[config.mk]
export PLATFORM = sky130hd
export DESIGN_NAME = fifo_rd_arbiter_flat
export DESIGN_NICKNAME = d
export VERILOG_FILES = /design/src/rtl/fifo_rd_arbiter_pkg.sv /design/src/rtl/fifo_rd_arbiter_if.sv /design/src/rtl/fifo_rd_arbiter_rr_pick.sv /design/src/rtl/fifo_rd_arbiter.sv /design/src/flat_wrapper.sv
export SDC_FILE = /design/constraint.sdc
export NUM_CORES = 1
export LEC_CHECK = 0
export ABC_AREA = 1
export BUFFER_PORTS_ARGS = -buffer_cell sky130_fd_sc_hd__buf_4
export CORE_ASPECT_RATIO = 0.75
export CORE_MARGIN = 1.5
export CORE_UTILIZATION = 35
export DETAILED_ROUTE_END_ITERATION = 8
export HOLD_SLACK_MARGIN = 0.1
export PLACE_DENSITY = 0.63
export SLEW_MARGIN = 30
export SYNTH_ARGS = -nofsm -noshare
export SYNTH_HDL_FRONTEND = slang
export SYNTH_SLANG_ARGS = --single-unit
export TNS_END_PERCENT = 100
[constraint.sdc]
create_clock -name clkb -period 2.2 [get_ports clkb]
set_input_delay 0.44 -clock clkb [delete_from_list [all_inputs] [get_ports clkb]]
set_output_delay 0.44 -clock clkb [all_outputs]
set_load 0.03 [all_outputs]
[src/rtl/fifo_rd_arbiter_pkg.sv]
// Shared definitions for the FIFO read-port arbiter.
// - Default widths for consumer count, data width and burst limit.
// - FSM state encoding (idle = 1'b0, read = 1'b1).
package fifo_rd_arbiter_pkg;

  localparam int unsigned DefNcons    = 4;
  localparam int unsigned DefDw       = 8;
  localparam int unsigned DefMaxBurst = 4;

  typedef enum logic [0:0] {
    StIdle = 1'b0,
    StRead = 1'b1
  } arb_state_e;

endpackage

[src/rtl/fifo_rd_arbiter_if.sv]
// Bundle of the FIFO read-side and consumer-side signals of the read arbiter.
// Ports (arbiter = master view):
//   emptyb   in   FIFO empty flag
//   rreqb    out  FIFO read request, one pop per cycle high
//   rdatb    in   FIFO read data, valid the cycle after rreqb
//   cons_req in   per-consumer level request
//   cons_gnt out  one-hot current owner, 0 when idle
//   cons_vld out  one-hot return-data valid
//   cons_dat out  returned word, zero unless |cons_vld
//   busy     out  high while a grant is active
interface fifo_rd_arbiter_if
  import fifo_rd_arbiter_pkg::*;
#(
  parameter int unsigned NCONS = DefNcons,
  parameter int unsigned DW    = DefDw
) ();

  logic             emptyb;
  logic             rreqb;
  logic [DW-1:0]    rdatb;
  logic [NCONS-1:0] cons_req;
  logic [NCONS-1:0] cons_gnt;
  logic [NCONS-1:0] cons_vld;
  logic [DW-1:0]    cons_dat;
  logic             busy;

  modport master (
    input  emptyb, rdatb, cons_req,
    output rreqb, cons_gnt, cons_vld, cons_dat, busy
  );

  modport slave (
    output emptyb, rdatb, cons_req,
    input  rreqb, cons_gnt, cons_vld, cons_dat, busy
  );

endinterface

[src/rtl/fifo_rd_arbiter_rr_pick.sv]
// Combinational round-robin picker.
// Ports:
//   req    in   NCONS-bit request vector
//   ptr    in   index with highest priority this round
//   idx    out  index of the first set request at or above ptr, wrapping
//   onehot out  one-hot form of idx, all-zero when no request is set
module fifo_rd_arbiter_rr_pick
  import fifo_rd_arbiter_pkg::*;
#(
  parameter int unsigned NCONS = DefNcons
) (
  input  logic [NCONS-1:0]         req,
  input  logic [$clog2(NCONS)-1:0] ptr,
  output logic [$clog2(NCONS)-1:0] idx,
  output logic [NCONS-1:0]         onehot
);

  localparam int unsigned IW = $clog2(NCONS);

  logic          found;
  logic [IW-1:0] cand;

  always_comb begin
    idx    = '0;
    onehot = '0;
    found  = 1'b0;
    cand   = '0;
    for (int unsigned off = 0; off < NCONS; off++) begin
      cand = IW'((32'(ptr) + off) % NCONS);
      if (!found && req[cand]) begin
        found        = 1'b1;
        idx          = cand;
        onehot[cand] = 1'b1;
      end
    end
  end

endmodule

[src/rtl/fifo_rd_arbiter.sv]
// Shares the single read port of an async FIFO (read clock domain) among NCONS
// consumers with round-robin arbitration and bursts of at most MAX_BURST words.
// Each popped word is routed one cycle later to the consumer that won it.
// Ports:
//   clkb  in   read-domain clock, posedge
//   rstb  in   synchronous active-high reset
//   bus   master view of fifo_rd_arbiter_if (FIFO read side + consumer side)
module fifo_rd_arbiter
  import fifo_rd_arbiter_pkg::*;
#(
  parameter int unsigned NCONS     = DefNcons,
  parameter int unsigned DW        = DefDw,
  parameter int unsigned MAX_BURST = DefMaxBurst
) (
  input logic               clkb,
  input logic               rstb,
  fifo_rd_arbiter_if.master bus
);

  localparam int unsigned IW = $clog2(NCONS);
  localparam int unsigned CW = $clog2(MAX_BURST + 1);

  arb_state_e       state_q;
  logic [IW-1:0]    rr_ptr_q;
  logic [IW-1:0]    owner_q;
  logic [CW-1:0]    burst_cnt_q;
  logic [NCONS-1:0] gnt_q;
  logic             busy_q;
  logic             vld_q;
  logic [IW-1:0]    idx_q;

  logic [IW-1:0]    pick_idx;
  logic [NCONS-1:0] pick_onehot;
  logic [IW-1:0]    next_ptr;
  logic             rreq;

  fifo_rd_arbiter_rr_pick #(
    .NCONS (NCONS)
  ) u_rr_pick (
    .req    (bus.cons_req),
    .ptr    (rr_ptr_q),
    .idx    (pick_idx),
    .onehot (pick_onehot)
  );

  // Owner drops to lowest priority for the next round.
  assign next_ptr = (owner_q == IW'(NCONS - 1)) ? '0 : owner_q + IW'(1);

  // Read is held off during reset so no word is popped that could not be delivered.
  assign rreq = !rstb && (state_q == StRead) && !bus.emptyb && bus.cons_req[owner_q] &&
                (burst_cnt_q < CW'(MAX_BURST));

  always_ff @(posedge clkb) begin
    if (rstb) begin
      state_q     <= StIdle;
      rr_ptr_q    <= '0;
      owner_q     <= '0;
      burst_cnt_q <= '0;
      gnt_q       <= '0;
      busy_q      <= 1'b0;
      vld_q       <= 1'b0;
      idx_q       <= '0;
    end else begin
      vld_q <= rreq;
      idx_q <= owner_q;
      case (state_q)
        StIdle: begin
          if (|bus.cons_req && !bus.emptyb) begin
            state_q     <= StRead;
            owner_q     <= pick_idx;
            gnt_q       <= pick_onehot;
            burst_cnt_q <= '0;
            busy_q      <= 1'b1;
          end
        end
        StRead: begin
          if (rreq) begin
            if (burst_cnt_q != CW'(MAX_BURST)) begin
              burst_cnt_q <= burst_cnt_q + CW'(1);
            end
          end else begin
            // Burst done, owner dropped, or FIFO empty: release and re-arbitrate.
            state_q  <= StIdle;
            gnt_q    <= '0;
            busy_q   <= 1'b0;
            rr_ptr_q <= next_ptr;
          end
        end
        default: state_q <= StIdle;
      endcase
    end
  end

  assign bus.rreqb    = rreq;
  assign bus.cons_gnt = gnt_q;
  assign bus.busy     = busy_q;
  assign bus.cons_vld = vld_q ? ({{(NCONS - 1){1'b0}}, 1'b1} << idx_q) : '0;
  assign bus.cons_dat = vld_q ? bus.rdatb : {DW{1'b0}};

endmodule
[src/flat_wrapper.sv]
// flat-port wrapper written by rule: the top's interface ports become plain ports
module fifo_rd_arbiter_flat import fifo_rd_arbiter_pkg::*;
#(
  parameter int unsigned NCONS     = DefNcons,
  parameter int unsigned DW        = DefDw,
  parameter int unsigned MAX_BURST = DefMaxBurst
)
  (clkb, rstb, bus_emptyb, bus_rdatb, bus_cons_req, bus_rreqb, bus_cons_gnt, bus_cons_vld, bus_cons_dat, bus_busy);
  fifo_rd_arbiter_if #(.NCONS(NCONS), .DW(DW)) bus_i ();
  input logic clkb;
  input logic rstb;
  input wire logic [$bits(bus_i.emptyb)-1:0] bus_emptyb;
  input wire logic [$bits(bus_i.rdatb)-1:0] bus_rdatb;
  input wire logic [$bits(bus_i.cons_req)-1:0] bus_cons_req;
  output wire logic [$bits(bus_i.rreqb)-1:0] bus_rreqb;
  output wire logic [$bits(bus_i.cons_gnt)-1:0] bus_cons_gnt;
  output wire logic [$bits(bus_i.cons_vld)-1:0] bus_cons_vld;
  output wire logic [$bits(bus_i.cons_dat)-1:0] bus_cons_dat;
  output wire logic [$bits(bus_i.busy)-1:0] bus_busy;
  assign bus_i.emptyb = bus_emptyb;
  assign bus_i.rdatb = bus_rdatb;
  assign bus_i.cons_req = bus_cons_req;
  assign bus_rreqb = bus_i.rreqb;
  assign bus_cons_gnt = bus_i.cons_gnt;
  assign bus_cons_vld = bus_i.cons_vld;
  assign bus_cons_dat = bus_i.cons_dat;
  assign bus_busy = bus_i.busy;
  fifo_rd_arbiter #(.NCONS(NCONS), .DW(DW), .MAX_BURST(MAX_BURST)) u_core (.clkb(clkb), .rstb(rstb), .bus(bus_i));
endmodule
Word level (Yosys, flattened, before mapping)
Index checks and enable logic that the tools add are counted.
{"block": "totals", "in_bits": 15, "ff_bits": 16, "mem_count": 0, "mem_bits_ro": 0, "latchBits": 0, "wordCells": 102, "ramBits": 0}
{"block": "classes", "n_shift": 1, "n_reduce_logical": 22, "n_mux": 45, "mul": 0, "bitwise_logic": 5, "n_eq_ne": 6, "n_addsub": 5, "magnitude_cmp": 10, "n_div": 0}
{"cell": "two-way mux 4 bit", "n": 7}
{"cell": "two-way mux 1 bit", "n": 16}
{"cell": "< comparator 2 x 3 -> 1 bit, second input constant", "n": 5}
{"cell": "logical AND 1 bit", "n": 12}
{"cell": "OR 4 bit", "n": 3}
{"cell": "binary-select mux 1 bit (select 2 bit)", "n": 5}
{"cell": "two-way mux 2 bit", "n": 5}
{"cell": "two-way mux 3 bit", "n": 3}
{"cell": "demux 1 bit (select 2 bit)", "n": 4}
{"cell": ">= comparator 2 x 1 -> 1 bit, second input constant", "n": 4}
{"cell": "two-way mux 8 bit", "n": 1}
{"cell": "one-hot mux 4 bit (2 select lines)", "n": 1}
{"cell": "inequality test 2 bit, second input constant", "n": 3}
{"cell": "one-hot mux 3 bit (2 select lines)", "n": 1}
{"cell": "AND reduction 2 bit", "n": 3}
{"cell": "zero test 1 bit", "n": 5}
{"cell": "adder 2 x 1 -> 2 bit, second input constant", "n": 2}
{"cell": "adder 2 bit, second input constant", "n": 2}
{"cell": "one-hot mux 1 bit (2 select lines)", "n": 2}
{"cell": "OR reduction 4 bit", "n": 1}
{"cell": "left shift 1 x 2 -> 4 bit, first input constant", "n": 1}
{"cell": "adder 3 x 1 -> 3 bit, second input constant", "n": 1}
{"cell": "< comparator 3 bit, second input constant", "n": 1}
{"cell": "inequality test 3 bit, second input constant", "n": 1}
{"cell": "4 further kinds", "n": 5}

Depth between registers and ports, before layout
{"block": "logic_depth", "depth_word": 14, "mapped_depth": 11, "mapped_depth_nobuf": 11}

Modules after synthesis
Synthesis repeated with hierarchy kept, for this count alone.
{"block": "unflattened", "hier_cells": 190, "hier_area_um2": 1296.2}
{"mod": "fifo_rd_arbiter", "cells_each": 108, "n_inst": 1, "seq_area_each_um2": 320.3, "area_each_um2": 780.7}
{"mod": "fifo_rd_arbiter_rr_pick", "cells_each": 82, "n_inst": 1, "seq_area_each_um2": 0.0, "area_each_um2": 515.5}

Worst setup path after synthesis
Ideal clock, no wire load.
{"block": "synth_path", "path_type": "flip-flop to output port", "startpoint": "reg u_core.vld_q", "endpoint": "out bus_cons_vld[0]", "t_arrival_ns": 1.295, "path_slack_ns": 0.465, "n_path_buf": 1, "path_stages_with_launch": 4, "cell_sequence": "dfxtp_1 -> clkbuf_1 -> inv_1 -> nor3_1"}
{"block": "synth_via", "elab_chain_cells": 1}
{"item": "from (decl)", "line_no": "fifo_rd_arbiter.sv:29", "text": "logic vld_q;"}
{"item": "from (signal assigned)", "line_no": "fifo_rd_arbiter.sv:64", "text": "vld_q <= rreq;"}
{"item": "two-way mux 4 bit", "line_no": "fifo_rd_arbiter.sv:97", "text": "assign bus.cons_vld = vld_q ? ({{(NCONS - 1){1'b0}}, 1'b1} << idx_q) : '0;"}
{"item": "to (decl)", "line_no": "flat_wrapper.sv:17", "text": "output wire logic [$bits(bus_i.cons_vld)-1:0] bus_cons_vld;"}
Every way passes these cells.

Final worst setup path
{"block": "layout_path", "startpoint": "reg u_core.rr_ptr_q[1]", "endpoint": "reg u_core.gnt_q[0], in the netlist u_core.bus.cons_gnt[0]"}
{"block": "layout_via", "elab_chain_cells": 14, "word_cells_on_any_way": 49}
{"item": "from (decl)", "line_no": "fifo_rd_arbiter.sv:24", "text": "logic [IW-1:0] rr_ptr_q;"}
{"item": "from (signal assigned)", "line_no": "fifo_rd_arbiter.sv:86", "text": "rr_ptr_q <= next_ptr;"}
{"item": "parallel branches: the longest is 11 deep, another holds < comparator 2 x 3 -> 1 bit"}
{"item": "two-way mux 4 bit (*)", "line_no": "fifo_rd_arbiter_rr_pick.sv:30", "text": "if (!found && req[cand]) begin"}
{"item": "two-way mux 4 bit (*)", "line_no": "fifo_rd_arbiter.sv:68", "text": "if (|bus.cons_req && !bus.emptyb) begin"}
{"item": "one-hot mux 4 bit (2 select lines) (*)", "line_no": "fifo_rd_arbiter.sv:66", "text": "case (state_q)"}
{"item": "to (signal assigned)", "line_no": "fifo_rd_arbiter.sv:71", "text": "gnt_q <= pick_onehot;"}
{"item": "to (decl)", "line_no": "fifo_rd_arbiter.sv:27", "text": "logic [NCONS-1:0] gnt_q;"}
Every way passes the cells marked *. The select of a mux whose other input is x is not followed.
A chain may end at the register's enable or synchronous reset.

==> qor.yml <==
setup_path:
  cp.arrival_ns: 2.10
  worstPathMaxFanout: 8
  rr_worst_depth: 10
  critPathLaunchType: "flip-flop"
  required_ns: 2.39
  cp-end-kind: "flip-flop"
  path_class: "reg -> reg"
power_and_ir_drop:
  total_power_uw: 807
  p_leak_nw: 0.829
  vdd_drop_max_v: 0.000380
  cellPowerDensity_mw_per_mm2: 527
cts:
  clk_pin_slew_ns: 0.06
  cts_made_buffers: 3
  htreeDepth: 1
  cts_setup_buffers: 0
  cts.path.max_buffers: 2
  cts_root_buffer: "clkbuf_8"
  clk_latency_ns: 0.24
  cts.sinks: 16
  cts.repair.resized: 0
  cts_tree: "yes"
  postCtsHoldBufs: 0
route:
  drc_errors: 0
  drt_iter0_drc: 86
  via_per_inst: 4.73
  wl_per_cell_um: 10.6
  drtAntennaViolNets: 0
  dr_total_vias: 1221
  wl_mm: 2.73
  dr.pass1.iters: 4
run:
  drv_cap: 0
yosys:
  synth_fp_nets: 209
  syn_inst: 184
  syn-cell-area_mm2: 0.00121
  ys_seq_area_share_pct: 26.5
  yosys_register_bits: 16
  ys_warn_count: 0
  yosysUniqueCellTypes: 22
  synth_area_per_cell_um2: 6.56
timing:
  tightest_slew_ns: 0.390
  tns_ns: 0
  rsz0062_at_grt: "false"
  slew_headroom_pct: 74.0
  setup_viol: 0
  fin_crit_ns: 1.92
  fmax_ghz: 0.522
  fin_crit_sh_pct: 87.1
  hold_viol: 0
  slew_viol_final: 0
  fin_skew_ns: 0.00221
placed_design:
  gp_congestion: 0.829
  dp_hpwl_mm: 2.14
  numPortBuffers: 32
die:
  coreArea_mm2: 0.00329
  die-area_mm2: 0.00381
  rows: 18
  die_h_um: 53.9
  initial_core_util_pct: 36.7
  dieWidth_um: 70.8
  ios: 33
grt:
  grt_pass1_vias: 1031
  grt_max_degree: 14
  grt.total_usage_pct: 14.9
  grt_pass1_wl_mm: 4.51
  grt-ovfl-total: 0
  antenna_found_initial: 0
finish:
  syn2layout_area_growth_pct: 26.8
  final_nets: 245
  num_antenna_cells: 0
  drive_gt1_share_pct: 24.8
  fillers: 336
worst_hold_path:
  min_path_cells: 2
  hp-class: "in -> reg"
outcome:
  status: "completed"
[worst paths after layout]
kind / startpoint / end / slack (ns)
worst max-delay path: u_core.rr_ptr_q[1]$_SDFFE_PP0P_ / u_core.bus.cons_gnt[0]$_SDFFE_PP0P_ / 0.28
worst min-delay path: rstb / u_core.bus.busy$_SDFFE_PP0P_ / 0.43
worst max register to register: u_core.rr_ptr_q[1]$_SDFFE_PP0P_ / u_core.bus.cons_gnt[0]$_SDFFE_PP0P_ / 0.28
worst min register to register: u_core.bus.cons_gnt[0]$_SDFFE_PP0P_ / u_core.bus.cons_gnt[0]$_SDFFE_PP0P_ / 0.45
[placed cells by master, fill, tap and decap left out, drive strengths merged]
| cell | Yosys | routed |
|---|---|---|
| a21boi | 4 | 4 |
| clkbuf | 1 | 3 |
| nand2 | 57 | 57 |
| o21ai | 5 | 5 |
| a21oi | 14 | 14 |
| nand4 | 2 | 2 |
| o31ai | 1 | 1 |
| o21a | 1 | 1 |
| inv | 31 | 31 |
| nand3 | 29 | 29 |
| dfxtp | 16 | 16 |
| nor3 | 4 | 4 |
| ha | 10 | 10 |
| buf | 1 | 33 |
| nor2 | 8 | 8 |
[flip-flops by register name, indices dropped and copies added, names as in the netlist]
| name | flops |
|---|---|
| u_core.idx_q | 2 |
| u_core.vld_q | 1 |
| u_core.state_q | 1 |
| u_core.owner_q | 2 |
| u_core.bus.busy | 1 |
| u_core.bus.cons_gnt | 4 |
| u_core.rr_ptr_q | 2 |
| u_core.burst_cnt_q | 3 |
[layout make-up]
type,instances,area [um^2],share of cell area (%)
multi-input combinational,135,756,49.3
sequential,16,320,20.9
timing repair buffer,33,248,16.2
inverter,31,116,7.60
tap,40,50.0,3.27
clock buffer,3,41.3,2.70
[power by group]
part / switching, mW / internal [mW] / leakage (nW)
clock network: 0.0870 / 0.121 / 0.0216
logic: 0.176 / 0.0998 / 0.677
registers: 0.0154 / 0.308 / 0.130
[synth_stat cells]
| cell | count | share of area (%) |
|---|---|---|
| nor2_2 | 3 | 1.6 |
| o31ai_1 | 1 | 0.62 |
| nand2_4 | 2 | 1.9 |
| dfxtp_1 | 16 | 27 |
| clkbuf_1 | 1 | 0.31 |
| nand2_2 | 3 | 1.6 |
| a21boi_0 | 4 | 2.5 |
| nand3_4 | 1 | 1.5 |
| o21a_1 | 1 | 0.62 |
| nand3_2 | 2 | 1.7 |
| inv_2 | 6 | 1.9 |
| nand3_1 | 26 | 11 |
| nor2_1 | 4 | 1.2 |
| a21oi_1 | 14 | 5.8 |
| inv_1 | 25 | 7.8 |
| o21ai_0 | 5 | 2.1 |
| buf_6 | 1 | 0.93 |
| ha_1 | 10 | 10 |
| nand2_1 | 52 | 16 |
| nor3_1 | 4 | 1.7 |
| nand4_1 | 2 | 1.0 |
| nor2_8 | 1 | 1.7 |
[metrics by stage]
stage | setup slack, ns | instances | hold slack (ns) | instance area (um^2) | util, %
after floorplan | 0.465 | 184 | 0.433 | 1210 | -
after global placement | 0.354 | 255 | 0.444 | 1490 | 45.3
after detailed placement | 0.310 | 255 | 0.442 | 1490 | 45.3
after CTS | 0.292 | 258 | 0.424 | 1530 | 46.6
after global routing | 0.124 | 258 | 0.422 | 1530 | 46.6
final | 0.284 | 258 | 0.430 | 1530 | 46.6
[cell families (layout without fill, tap and decap cells)]
group	count (synthesis)	count (layout)	synth area share, %
AOI/OAI and AO/OA	25	25	11.6
and+or+nand+nor	100	100	40.6
adders and majority gates	10	10	10.4
DFF	16	16	26.5
buffers and inverters	33	67	10.9
[worst max-delay path, stage by stage (launching register included)]
cell     delay (ns)
dfxtp_1        0.44
inv_1          0.21
ha_1           0.40
inv_1          0.09
nand3_1        0.08
nand2_1        0.11
nor2_2         0.24
a21oi_1        0.10
nand3_1        0.08
nand2_1        0.06
nand2_1        0.05
[per-layer routing]
metal  GRT usage [%]  wire, um
met1            23.5      1480
met2            20.1      1110
met3            4.68       134
met4           0.943         0
met5               0         0
(Power assumes the default switching activity.)
